`src/rtl/cache_pkg.sv`:
```
// Shared state encoding, default geometry and offset-width helper for the cache refill engine.
package cache_pkg;

   typedef enum logic [1:0] {IDLE, WRITEBACK, FILL, DONE} refill_state_t;

   localparam int DEF_ADDR_W     = 16;
   localparam int DEF_BLK_WORDS  = 8;
   localparam int DEF_WORD_BYTES = 2;

   // Width of an index selecting one of n items; a single item needs no bits.
   function automatic int offset_w(input int n);
      return (n <= 1) ? 0 : $clog2(n);
   endfunction

endpackage

```
`src/rtl/refill_counter.sv`:
```
// Up-counter with synchronous clear and enable, used for request and response tracking.
module refill_counter #(
   parameter int W = 4
) (
   input  logic         clk,
   input  logic         rst,
   input  logic         clr,
   input  logic         en,
   output logic [W-1:0] cnt
);

   always_ff @(posedge clk) begin
      if (rst || clr) begin
         cnt <= '0;
      end else if (en) begin
         cnt <= cnt + W'(1);
      end
   end

endmodule

```
`src/rtl/cache_refill_engine.sv`:
```
// Cache line refill engine: optional dirty-victim writeback, then block fill from memory.
// Writeback path is compiled in only when CACHE_REFILL_WRITEBACK_EN is defined.
module cache_refill_engine
   import cache_pkg::*;
#(
   parameter int ADDR_W     = DEF_ADDR_W,
   parameter int BLK_WORDS  = DEF_BLK_WORDS,
   parameter int WORD_BYTES = DEF_WORD_BYTES
) (
   input  logic                          clk,
   input  logic                          rst,
   input  logic                          miss_detected,
   input  logic [ADDR_W-1:0]             miss_address,
   input  logic                          victim_dirty,
   input  logic [ADDR_W-1:0]             victim_address,
   input  logic                          mem_ready,
   input  logic                          mem_data_valid,
   output logic                          fsm_busy,
   output logic                          mem_req,
   output logic                          mem_we,
   output logic [ADDR_W-1:0]             memory_address,
   output logic [$clog2(BLK_WORDS)-1:0]  word_sel,
   output logic                          write_data_array,
   output logic                          write_tag_array,
   output logic                          fill_done
);

   localparam int IDX_W = offset_w(BLK_WORDS);
   localparam int OFF_W = offset_w(WORD_BYTES);
   localparam int CNT_W = IDX_W + 1;
   localparam logic [CNT_W-1:0]  BLK_CNT  = CNT_W'(BLK_WORDS);
   localparam logic [CNT_W-1:0]  LAST_CNT = CNT_W'(BLK_WORDS - 1);
   localparam logic [ADDR_W-1:0] BLK_MASK = ~(ADDR_W'(BLK_WORDS * WORD_BYTES) - ADDR_W'(1));

   refill_state_t     state_q, state_d;
   logic [ADDR_W-1:0] miss_base_q;
   logic [CNT_W-1:0]  req_cnt, rsp_cnt;
   logic              req_clr, rsp_clr, req_en, rsp_en;

   function automatic logic [ADDR_W-1:0] word_addr(input logic [ADDR_W-1:0] base,
                                                   input logic [IDX_W-1:0]  idx);
      return base | (ADDR_W'(idx) << OFF_W);
   endfunction

`ifdef CACHE_REFILL_WRITEBACK_EN
   logic [ADDR_W-1:0] victim_base_q;

   always_ff @(posedge clk) begin
      if (rst) begin
         victim_base_q <= '0;
      end else if (state_q == IDLE && miss_detected) begin
         victim_base_q <= victim_address & BLK_MASK;
      end
   end
`else
   logic unused_victim;
   assign unused_victim = ^{victim_dirty, victim_address};
`endif

   always_ff @(posedge clk) begin
      if (rst) begin
         state_q     <= IDLE;
         miss_base_q <= '0;
      end else begin
         state_q <= state_d;
         if (state_q == IDLE && miss_detected) begin
            miss_base_q <= miss_address & BLK_MASK;
         end
      end
   end

   refill_counter #(.W(CNT_W)) u_req_cnt (
      .clk (clk),
      .rst (rst),
      .clr (req_clr),
      .en  (req_en),
      .cnt (req_cnt)
   );

   refill_counter #(.W(CNT_W)) u_rsp_cnt (
      .clk (clk),
      .rst (rst),
      .clr (rsp_clr),
      .en  (rsp_en),
      .cnt (rsp_cnt)
   );

   assign fsm_busy = (state_q != IDLE) | miss_detected;

   always_comb begin
      state_d          = state_q;
      mem_req          = 1'b0;
      mem_we           = 1'b0;
      memory_address   = '0;
      word_sel         = '0;
      write_data_array = 1'b0;
      write_tag_array  = 1'b0;
      fill_done        = 1'b0;
      req_clr          = 1'b0;
      rsp_clr          = 1'b0;
      req_en           = 1'b0;
      rsp_en           = 1'b0;

      case (state_q)
         IDLE: begin
            if (miss_detected) begin
               req_clr = 1'b1;
               rsp_clr = 1'b1;
`ifdef CACHE_REFILL_WRITEBACK_EN
               state_d = victim_dirty ? WRITEBACK : FILL;
`else
               state_d = FILL;
`endif
            end
         end
`ifdef CACHE_REFILL_WRITEBACK_EN
         WRITEBACK: begin
            word_sel = req_cnt[IDX_W-1:0];
            if (req_cnt < BLK_CNT) begin
               mem_req        = 1'b1;
               mem_we         = 1'b1;
               memory_address = word_addr(victim_base_q, req_cnt[IDX_W-1:0]);
               req_en         = mem_ready;
               // Last write accepted: restart both counters for the fill phase.
               if (mem_ready && req_cnt == LAST_CNT) begin
                  req_clr = 1'b1;
                  rsp_clr = 1'b1;
                  state_d = FILL;
               end
            end
         end
`endif
         FILL: begin
            word_sel = rsp_cnt[IDX_W-1:0];
            if (req_cnt < BLK_CNT) begin
               mem_req        = 1'b1;
               memory_address = word_addr(miss_base_q, req_cnt[IDX_W-1:0]);
               req_en         = mem_ready;
            end
            if (mem_data_valid && rsp_cnt < BLK_CNT) begin
               write_data_array = 1'b1;
               rsp_en           = 1'b1;
            end
            if (rsp_cnt == BLK_CNT) begin
               state_d = DONE;
            end
         end
         DONE: begin
            write_tag_array = 1'b1;
            fill_done       = 1'b1;
            state_d         = IDLE;
         end
         default: state_d = IDLE;
      endcase
   end

endmodule
```
`config.mk`:
```
export PLATFORM = sky130hd
export DESIGN_NAME = cache_refill_engine
export DESIGN_NICKNAME = d
export VERILOG_FILES = /design/src/rtl/cache_pkg.sv /design/src/rtl/refill_counter.sv /design/src/rtl/cache_refill_engine.sv
export SDC_FILE = /design/constraint.sdc
export NUM_CORES = 1
export LEC_CHECK = 0
export CORE_AREA = 2 2 66 68
export CTS_CLUSTER_DIAMETER = 60
export DETAILED_ROUTE_END_ITERATION = 12
export DIE_AREA = 0 0 68 70
export GPL_ROUTABILITY_DRIVEN = 0
export REMOVE_ABC_BUFFERS = 1
export SLEW_MARGIN = 20
export SYNTH_ARGS = -nofsm -noshare
export SYNTH_HDL_FRONTEND = slang
export SYNTH_HIERARCHICAL = 1
export SYNTH_SLANG_ARGS = --single-unit
```
`constraint.sdc`:
```
create_clock -name clk -period 2.5 [get_ports clk]
set_input_delay 0.5 -clock clk [delete_from_list [all_inputs] [get_ports clk]]
set_output_delay 0.5 -clock clk [all_outputs]
set_load 0.03 [all_outputs]
```
[Word level (Yosys, flattened, before mapping)]
Index checks and enable logic that the tools add are counted.
Word-level totals
  flip-flop bits (word level): 22
Operators by class
  $add $sub $neg: 2
  $lt $le $gt $ge: 2
  eq/ne operators: 5
  mux-type cells: 15
  bitwise gates (word level): 2
  reduce and logical (&&, ||, !) cells: 6
Operator list (count)
  $mux 16: 2
  $or 16x4->16: 1
  $mux 1: 9
  $add 4x1->4 const B: 2
  $lt 4x4->1 const B: 2
  $eq 2x2->1 const B: 2
  $eq 4x4->1 const B: 1
  $mux 2: 2
  $ne 2x2->1 const B: 2
  $pmux 2 s2: 1
  $mux 3: 1
  $logic_and 1x1->1: 2
  $logic_not 2->1: 1
  $reduce_and 2->1: 1
  $reduce_bool 2->1: 1
  $logic_or 1x1->1: 1
  $or 1x1->1: 1

[Longest topological paths before layout]
  word-level depth: 4
  mapped depth: 4

[Modules after synthesis]
Netlist, hierarchy kept.
Modules (own cells, without submodules)
  cache_refill_engine: instances 1, cells each 87, area an instance 823.3 µm², seq. area each 280.3 µm²
  refill_counter: instances 2, cells each 17, area an instance 177.7 µm², seq. area each 80.1 µm²

[Least setup slack after synthesis]
No wires, ideal clock.
  path kind: register to output
  start point: reg state_q[1]
  end point: out memory_address[10]
  arrival time: 1.181 ns
  required time: 2.000 ns
  setup slack: 0.819 ns
  cell stages (with the launch flop): 4
  path through: dfxtp_1 nor3b_4 buf_6 and2_1
Between the ends
  longest elaborated chain between the ends: 2
Ends and longest elaborated chain
  start: declaration: RTL line cache_refill_engine.sv:35  | refill_state_t state_q, state_d;
  start signal: assignment: RTL line cache_refill_engine.sv:65  | state_q <= state_d;
  $eq 2x2->1: RTL line cache_refill_engine.sv:104  | case (state_q)
  $mux 16: RTL line cache_refill_engine.sv:104
  end: declaration: RTL line cache_refill_engine.sv:21  | output logic [ADDR_W-1:0] memory_address,
Every way passes these cells.

[Worst setup path in the final report]
  start point: in miss_detected
  end point: out fsm_busy
Between the ends
  longest elaborated chain between the ends: 1
Ends and longest elaborated chain
  start: declaration: RTL line cache_refill_engine.sv:12  | input logic miss_detected,
  $or 1x1->1: RTL line cache_refill_engine.sv:88  | assign fsm_busy = (state_q != IDLE) | miss_detected;
  end: declaration: RTL line cache_refill_engine.sv:18  | output logic fsm_busy,
Every way passes these cells.

==> impl_results.md <==
* Status: finished, final reports clean
* Die Span Y at 70 µm
* Vias in the first global route at 951
* Tot Pwr at 0.7772 mW
* PD cells at 454.1 mW/mm²
* Setup crit start kind: input port
* Remaining Overflow, GRT at 0
* Core Box Area at 0.004144 mm²
* Ranking of synthesized cells by area: dfxtp_1 37%, nand2b_1 13%, mux2i_1 12%, and2_1 10%, nor3b_4 3.2%
* Root Driver: clkbuf_8
* Syn_area_per_cell at 9.741 µm²
* CTS clock-pin slew for the worst setup and hold paths at 0.08 ns
* Clk Latency, worst-skew pair at 0.26 ns
* Worst Hold Margin at 0.4718 ns
* Commonest non-fill, non-tap cell in the layout: clkdlybuf4s50_1
* Final Cycle Share at 97.33%
* Min-Delay Path Class: reg2reg
* Max clock buf depth at 2
* Pre-CTS setup slack at 0.06466 ns
* Postcts setup bufs at 0
* Worst EP arrival at 1.93 ns
* Fill count at 429
* DIE WIDTH at 68 µm
* Yosys reg bits at 22
* Share of layout cells above drive strength 1 at 12.12%
* Crit path buf inv count at 2
* Seq/Total Area, Yosys at 37.37%
* Most frequent cells in the layout: 27 x clkdlybuf4s50_1, 24 x nand2b_1, 22 x dfxtp_1
* Die area at 0.004760 mm²
* Htree depth at 1
* CTS buffer count at 3
* Min Tclk post-route at 2.433 ns
* Final hold vios at 0
* Critical path class: in2out
* Slowest stage cell, crit path: clkdlybuf4s50_1
* Critical path peak fanout at 2
* Worst setup margin at 0.06678 ns
* Initial Utilization at 28.44%
* Setup crit end kind: output pin
* Port Buffers at 39
* Max Cap Viol at 0
* DRT iter0 DRCs at 30
* Io pins at 63
* Mapped Area at 0.001179 mm²
* Pins Over Slew Limit at 0
* First-pass GRT wire length at 4084 µm
* Synth warn at 6
* VDD IR max at 227.9 µV
* Most used cell, CP: clkdlybuf4s50_1
* Final net count at 206
* Total wire length at 2607 µm
* Num Clock Sinks at 22
* Area growth from synthesis to layout at 45.22%
* Lkg Pwr at 0.8483 nW
* Top cell type's share of synthesized area at 37.37%
* Setup Viol. Count Final at 0
* Fmax at 411.0 MHz
* Vias per cell at 4.419
* Initial antenna violation count at 0
* Largest net degree at the start of global routing at 33
* Final ANT Viol Nets at 0
* RSZ-0062 raised after global routing: no
* CTS tree: yes
* Post-Route Setup TNS at 0 ns
* Worst Skew at 0.002825 ns
* N_diodes at 0
* Top delay family on crit path: buffers and inverters
* Final Instance Count excl. Fillers at 217
* GR Util All Layers at 11.08%
* Vias at 959
* Area leader, netlist: dfxtp_1
* FP Rows at 24
* Mapped Cells at 121
* Worst endpoint required time at 2.00 ns
* Hpwl dp at 1845 µm
* Worst stage delay on the critical path at 0.60 ns
* Routed len/inst at 12.01 µm
* Synth unique cells at 26
* Placed cell count at 213
* # DRC at 0
* CP Cell Sequence: clkdlybuf4s50_1 -> or3_2 -> clkdlybuf4s50_1
* Drt first pass iters at 4
==> cell usage after synthesis (all sizes together) <==
library cell / instances
ha: 2
a21bo: 2
conb: 1
nor3: 4
dfxtp: 22
nand3b: 2
or3: 1
buf: 5
xnor2: 2
mux2i: 14
or2: 2
clkbuf: 2
and4b: 1
nand2b: 24
nor2: 5
nand4: 2
and2: 20
and3b: 1
nor3b: 4
mux2: 2
and2b: 1
a21oi: 2
==> path summary, 6_finish.rpt <==
check | cells after the start | to | slack [ns] | startpoint
worst max-delay path | 3 | fsm_busy | 0.07 | miss_detected
worst min-delay path | 2 | miss_base_q[8] | 0.47 | miss_base_q[8]
worst max register to register | 5 | u_req_cnt/cnt[3] | 0.75 | state_q[1]
worst min register to register | 2 | miss_base_q[8] | 0.47 | miss_base_q[8]
==> worst reg2reg max path, cell delays in order, from the launching register on <==
cell	delay, ns
dfxtp_1	0.46
nor3b_4	0.24
buf_4	0.20
and2_1	0.26
nand4_1	0.15
mux2_1	0.33
==> logic make-up (layout without fill, tap and decap cells) <==
kind of cell               after synthesis  after routing  share of synthesized area [%]
adders and majority gates                2              2                          2.123
AOI/OAI and AO/OA                        4              4                          2.548
muxes                                   16             16                          13.80
DFF                                     22             22                          37.37
other                                    1              2                         0.3182
xor gates and xnor gates                 2              2                          1.486
and+or+nand+nor                         67             67                          37.58
buffers and inverters                    7             50                          4.777
==> area by class of cell <==
| cell class | instances | area (µm²) | share of cell area (%) |
|---|---|---|---|
| clock buffers | 4 | 55.05 | 3.216 |
| multi-input cells | 93 | 685.7 | 40.06 |
| flip-flops and latches | 22 | 440.4 | 25.73 |
| well taps | 52 | 65.06 | 3.801 |
| repair buffers | 46 | 465.4 | 27.19 |
==> timing repair <==
item                       in CTS  in global routing
gates cloned                    0                  0
pin swaps                       0                  0
hold buffers                    0                  0
gates resized for setup         2                 10
setup endpoints to repair       2                 10
==> registers in the layout, indices dropped and copies added, names as in the netlist <==
name / cells
state_q: 2
u_rsp_cnt/cnt: 4
miss_base_q: 12
u_req_cnt/cnt: 4
==> through the flow <==
| stage | cell area, µm² | utilization (%) |
|---|---|---|
| floorplan | 1126 | - |
| global placement | 1634 | 39.43 |
| detailed placement | 1634 | 39.43 |
| CTS | 1687 | 40.70 |
| global route | 1712 | 41.30 |
| finish | 1712 | 41.30 |
==> routing by layer <==
metal	up-vias	global-route usage [%]	wire length (µm)
met5	-	0	0
met4	0	4.000	25
met3	2	1.449	91
met2	21	19.85	1332
met1	453	13.01	1158
li1	483	-	-
==> power breakdown <==
part           switching, mW  total [mW]  internal [mW]  leakage (nW)
Clock                  0.115       0.255          0.140        0.0288
Sequential            0.0101       0.375          0.365         0.180
Combinational         0.0687       0.146         0.0778         0.640
Total                  0.194       0.777          0.583         0.848
Power figures use the tool's default switching activity.
==> RTL edit 1 (same settings) <==
Change the package constant `DEF_ADDR_W` from 16 to 17.
--- a/src/rtl/cache_pkg.sv
+++ b/src/rtl/cache_pkg.sv
@@ -4,5 +4,5 @@
    typedef enum logic [1:0] {IDLE, WRITEBACK, FILL, DONE} refill_state_t;
 
-   localparam int DEF_ADDR_W     = 16;
+   localparam int DEF_ADDR_W     = 17;
    localparam int DEF_BLK_WORDS  = 8;
    localparam int DEF_WORD_BYTES = 2;
Interface: changed (resized memory_address, miss_address and victim_address); port bits go from 63 to 66. No check against the original RTL was run, so the function may have changed too.
==> RTL edit 1 against the original RTL <==
Sequential cell count grew 1. Total power shrank 1.2%. Sequential power grew 5%. Sequential share of layout area is essentially flat. First-iteration DRC count shrank 57%. Worst hold slack gained 0.0015 ns. Fmax grew 0.56%. Design area grew 4.5%. Largest cell class unchanged. Routed wire length shrank 0.42%. Synthesized area grew 4.5%. Worst setup slack gained 0.014 ns. Critical endpoint unchanged. Register-to-register slack is essentially flat.
==> RTL edit 1: results (changes against the original RTL) <==
\begin{tabular}{lr}
\hline
Metric & Value \\
\hline
\multicolumn{2}{l}{\textbf{Synth}} \\
Fraction of synthesized area in multiplexers & 0.140 (+0.00224) \\
Area fraction in compound gates after synthesis & 0.0244 (-0.00109) \\
Post-synthesis share of cell area spent on xor and xnor gates & 0.0142 (-0.000634) \\
Fraction of the yosys area taken by sequential cells & 0.374 (about the same) \\
Synth Area per Inst & 9.69 µm² (-0.48\%) \\
Most used standard cells in the synthesized netlist & 26 x nand2b\_1, 23 x dfxtp\_1, 20 x and2\_1, 15 x mux2i\_1, 5 x nor2\_1 \\
\multicolumn{2}{l}{\textbf{Status}} \\
Status & finished clean \\
\multicolumn{2}{l}{\textbf{Detailed routing}} \\
Number of detailed-routing iterations run before antenna repair & 5 (+1) \\
DRT Wirelength & 2.60 mm (-0.42\%) \\
\multicolumn{2}{l}{\textbf{Place}} \\
Count of buffers from port buffering & 41 (+5.1\%) \\
Worst slack after detailed placement & 0.0758 ns (+0.0111 ns) \\
Area of placed instances & 0.00170 mm² (+4.2\%) \\
HPWL after DPL & 1.95 mm (+5.5\%) \\
\multicolumn{2}{l}{\textbf{Cells and area}} \\
Summed area of non-filler cells in the final layout & 0.00179 mm² (+4.5\%) \\
Clock buffer and inverter area fraction after layout & 0.0252 (-0.00697) \\
Multi-input logic cell count & 97 (+4.3\%) \\
Largest registers & miss\_base\_q x13, u\_req\_cnt/cnt x4, u\_rsp\_cnt/cnt x4 \\
Layout cells sized above 1 & 0.110 (-0.0107) \\
Storage element area & 460 µm² (+4.5\%) \\
Final cell count without fillers & 224 (+3.2\%) \\
Non-CTS buffers & 48 (+4.3\%) \\
\multicolumn{2}{l}{\textbf{Global routing}} \\
Met1 demand-to-capacity share in global routing & 0.124 (-0.00601) \\
Met2 layer usage reported by global route & 0.197 (-0.00108) \\
Pin count of the biggest net entering global routing & 19 (-42\%) \\
\multicolumn{2}{l}{\textbf{Power and ir drop}} \\
Maximum resistive drop on vdd & 150 µV (-34\%) \\
\multicolumn{2}{l}{\textbf{Timing}} \\
Worst clock skew & 0.000314 ns (-0.00251 ns) \\
\hline
\end{tabular}
[RTL edit 1: worst paths after layout]
check	depth (start not counted)	to	slack (ns)
hold reg to reg	2	miss_base_q[8]$_SDFFE_PP0P_	0.47
setup / recovery	3	fsm_busy	0.08
hold / removal	2	miss_base_q[8]$_SDFFE_PP0P_	0.47
setup reg to reg	5	u_req_cnt/cnt[3]$_SDFFE_PP0P_	0.75
[RTL edit 1: layer usage]
| layer | vias up | share of wire |
|---|---|---|
| met2 | 16 | 0.56 |
| met4 | 0 | 0 |
| li1 | 503 | - |
| met3 | 0 | 0.029 |
| met1 | 479 | 0.41 |
| met5 | - | 0 |
[RTL edit 1: worst register-to-register path: cells and delay by family (launching register included)]
| family | cells | cell delay (ns) |
|---|---|---|
| flops | 1 | 0.44 |
| buf+inv | 1 | 0.22 |
| simple gates | 3 | 0.65 |
| mux | 1 | 0.33 |
[RTL edit 1: what timing repair did]
action	CTS	global route
gates resized for setup	0	16
endpoints found under the hold margin	0	0
setup endpoints to repair	0	16
==> RTL edit 2 (same flow settings) <==
Without the edit above. The 4 states of `refill_state_t` get a Gray code encoding in 2 bits.
--- a/src/rtl/cache_pkg.sv
+++ b/src/rtl/cache_pkg.sv
@@ -2,5 +2,5 @@
 package cache_pkg;
 
-   typedef enum logic [1:0] {IDLE, WRITEBACK, FILL, DONE} refill_state_t;
+   typedef enum logic [1:0] {IDLE = 2'b00, WRITEBACK = 2'b01, FILL = 2'b11, DONE = 2'b10} refill_state_t;
 
    localparam int DEF_ADDR_W     = 16;
Behaviour: no difference found for any inputs over 10 cycles, from zero or initial values and one cycle with rst high; not proved beyond that.
==> RTL edit 2 against the original RTL <==
Design area fell by 3.4%. Synthesized area fell by 3.0%. Sequential cell count unchanged. Global-route usage grew 0.40 points. Synthesized cell count rose by 9.9%. Worst setup slack gained 0.13 ns. Routed wire length shrank 4.6%. Highest routed layer unchanged.
Power is not compared: it rests on default switching activity, and its combinational part moved more than twofold at a synthesized area within 25%.
==> RTL edit 2: results (changes against the original RTL) <==
\begin{tabular}{lr}
\hline
Metric & Value \\
\hline
\multicolumn{2}{l}{\textbf{Global routing}} \\
GRT Util Overall & 0.115 (+0.00405) \\
Met1 demand-to-capacity share in global routing & 0.122 (-0.00852) \\
First-pass GRT wire length & 4.25 mm (+4.1\%) \\
GR Layer Usage met3 & 0.0161 (+0.00161) \\
Pin count of the biggest net entering global routing & 19 (-42\%) \\
Number of antenna violations at the first check in global routing & 0 (unchanged) \\
Met2 layer usage reported by global route & 0.216 (+0.0173) \\
\multicolumn{2}{l}{\textbf{Min path}} \\
Path class of the lowest-slack min-delay path & reg -> reg \\
\multicolumn{2}{l}{\textbf{Clock tree}} \\
Reg clk slew, reported paths & 0.08 ns (about the same) \\
H-Tree Depth & 1 (unchanged) \\
Latest clock arrival within the worst-skew pair & 0.26 ns (about the same) \\
Cts bufs inserted & 3 (unchanged) \\
Longest Clk Path Bufs & 2 (unchanged) \\
\multicolumn{2}{l}{\textbf{Detailed routing}} \\
Overall via count from detail\_route & 999 (+4.2\%) \\
First DRT Iteration DRCs & 27 (-10\%) \\
Number of detailed-routing iterations run before antenna repair & 3 (-1) \\
Final routed wire length divided by cell count & 10.9 µm (-9.2\%) \\
\multicolumn{2}{l}{\textbf{Worst setup path}} \\
CP max FO & 3 (+1) \\
Arrival time of data at the critical path endpoint & 1.80 ns (-0.13 ns) \\
Slowest cell on the critical path & clkdlybuf4s50\_1 \\
Slowest Stage Delay on Critical Path & 0.67 ns (+0.07 ns) \\
Top cell family by delay on the critical path & buffers and inverters \\
\multicolumn{2}{l}{\textbf{Cells and area}} \\
Layout cells sized above 1 & 0.114 (-0.00758) \\
Final net count & 221 (+7.3\%) \\
Final cell count without fillers & 228 (+5.1\%) \\
\multicolumn{2}{l}{\textbf{Power and ir drop}} \\
Maximum resistive drop on vdd & between 200 and 300 µV \\
Logic gate share of total power & 0.417 \\
Reported combinational group power & just under 0.5 mW \\
\multicolumn{2}{l}{\textbf{Synth}} \\
Synth area leaders & dfxtp\_1 39\%, and2\_1 9.8\%, nand2\_1 8.5\%, ha\_1 6.6\%, a21oi\_1 6.1\% \\
Warnings, synthesis & 6 (unchanged) \\
Share of async-settable or async-resettable flops after synthesis & 0 (unchanged) \\
Number of cells produced by synthesis & 133 (+9.9\%) \\
Distinct cell type count of the synthesized netlist & 30 (+15\%) \\
Fraction of the yosys area taken by sequential cells & 0.385 (+0.0114) \\
Most used standard cells in the synthesized netlist & 26 x nand2\_1, 22 x dfxtp\_1, 18 x and2\_1, 14 x a21oi\_1, 6 x ha\_1 \\
\multicolumn{2}{l}{\textbf{Place}} \\
HPWL after DPL & 1.92 mm (+4.2\%) \\
Worst slack after detailed placement & 0.174 ns (+0.110 ns) \\
Count of buffers from port buffering & 39 (unchanged) \\
Area of placed instances & 0.00159 mm² (-2.5\%) \\
\multicolumn{2}{l}{\textbf{Timing}} \\
Worst clock skew & 0.00250 ns (-0.000330 ns) \\
Worst slew margin & 0.634 \\
\multicolumn{2}{l}{\textbf{Status}} \\
Status & finished clean \\
\hline
\end{tabular}
RTL edit 2: cell types whose count changed after synthesis, sizes merged, moves of 2 or more:
cell    unedited run  this run
nand2              0        26
nand2b            24         1
a21oi              2        14
mux2i             14         2
inv                0         5
ha                 2         6
nor3               4         2
RTL edit 2: worst min-delay path, stage by stage (launching register included):
cell	delay, ns
dfxtp_1	0.31
nand2_1	0.05
a21oi_1	0.05
RTL edit 2: final timing paths:
check / endpoint / slack, ns / startpoint / depth (start not counted)
max: fsm_busy / 0.20 / miss_detected / 3
min: miss_base_q[10]$_SDFFE_PP0P_ / 0.45 / miss_base_q[10]$_SDFFE_PP0P_ / 2
max reg2reg: u_req_cnt/cnt[3]$_SDFFE_PP0P_ / 0.69 / state_q[1]$_SDFFE_PP0P_ / 7
min reg2reg: miss_base_q[10]$_SDFFE_PP0P_ / 0.45 / miss_base_q[10]$_SDFFE_PP0P_ / 2
RTL edit 2: timing repair:
item,4_1_cts,5_1_grt
pin swaps,1,0
gates resized for setup,15,1
endpoints found under the setup margin,16,1
buffers inserted,1,0
hold endpoints to repair,0,0
RTL edit 2: final cells by class:
class	count	area (µm²)
Tap cell	52	65.1
Clock buffer	4	55.1
Timing Repair Buffer	45	429
Sequential cell	22	440
Fill cell	433	2490
Inverter	5	18.8
Multi-Input combinational cell	100	644
RTL edit 2: cells by family after synthesis:
logic type | share of synthesized area
AO/OA/AOI/OAI | 0.121
adder cells (fa/ha/maj) | 0.0656
XOR/XNOR | 0.0153
flip-flops | 0.385
multiplexers | 0.0372
other | 0.00328
AND/OR/NAND/NOR | 0.317
buffers and inverters | 0.0547
RTL edit 2: per-layer routing:
layer	routed length [µm]	vias up
met2	1340	21
li1	-	524
met1	1000	450
met3	116	4
met4	33	0
met5	0	-
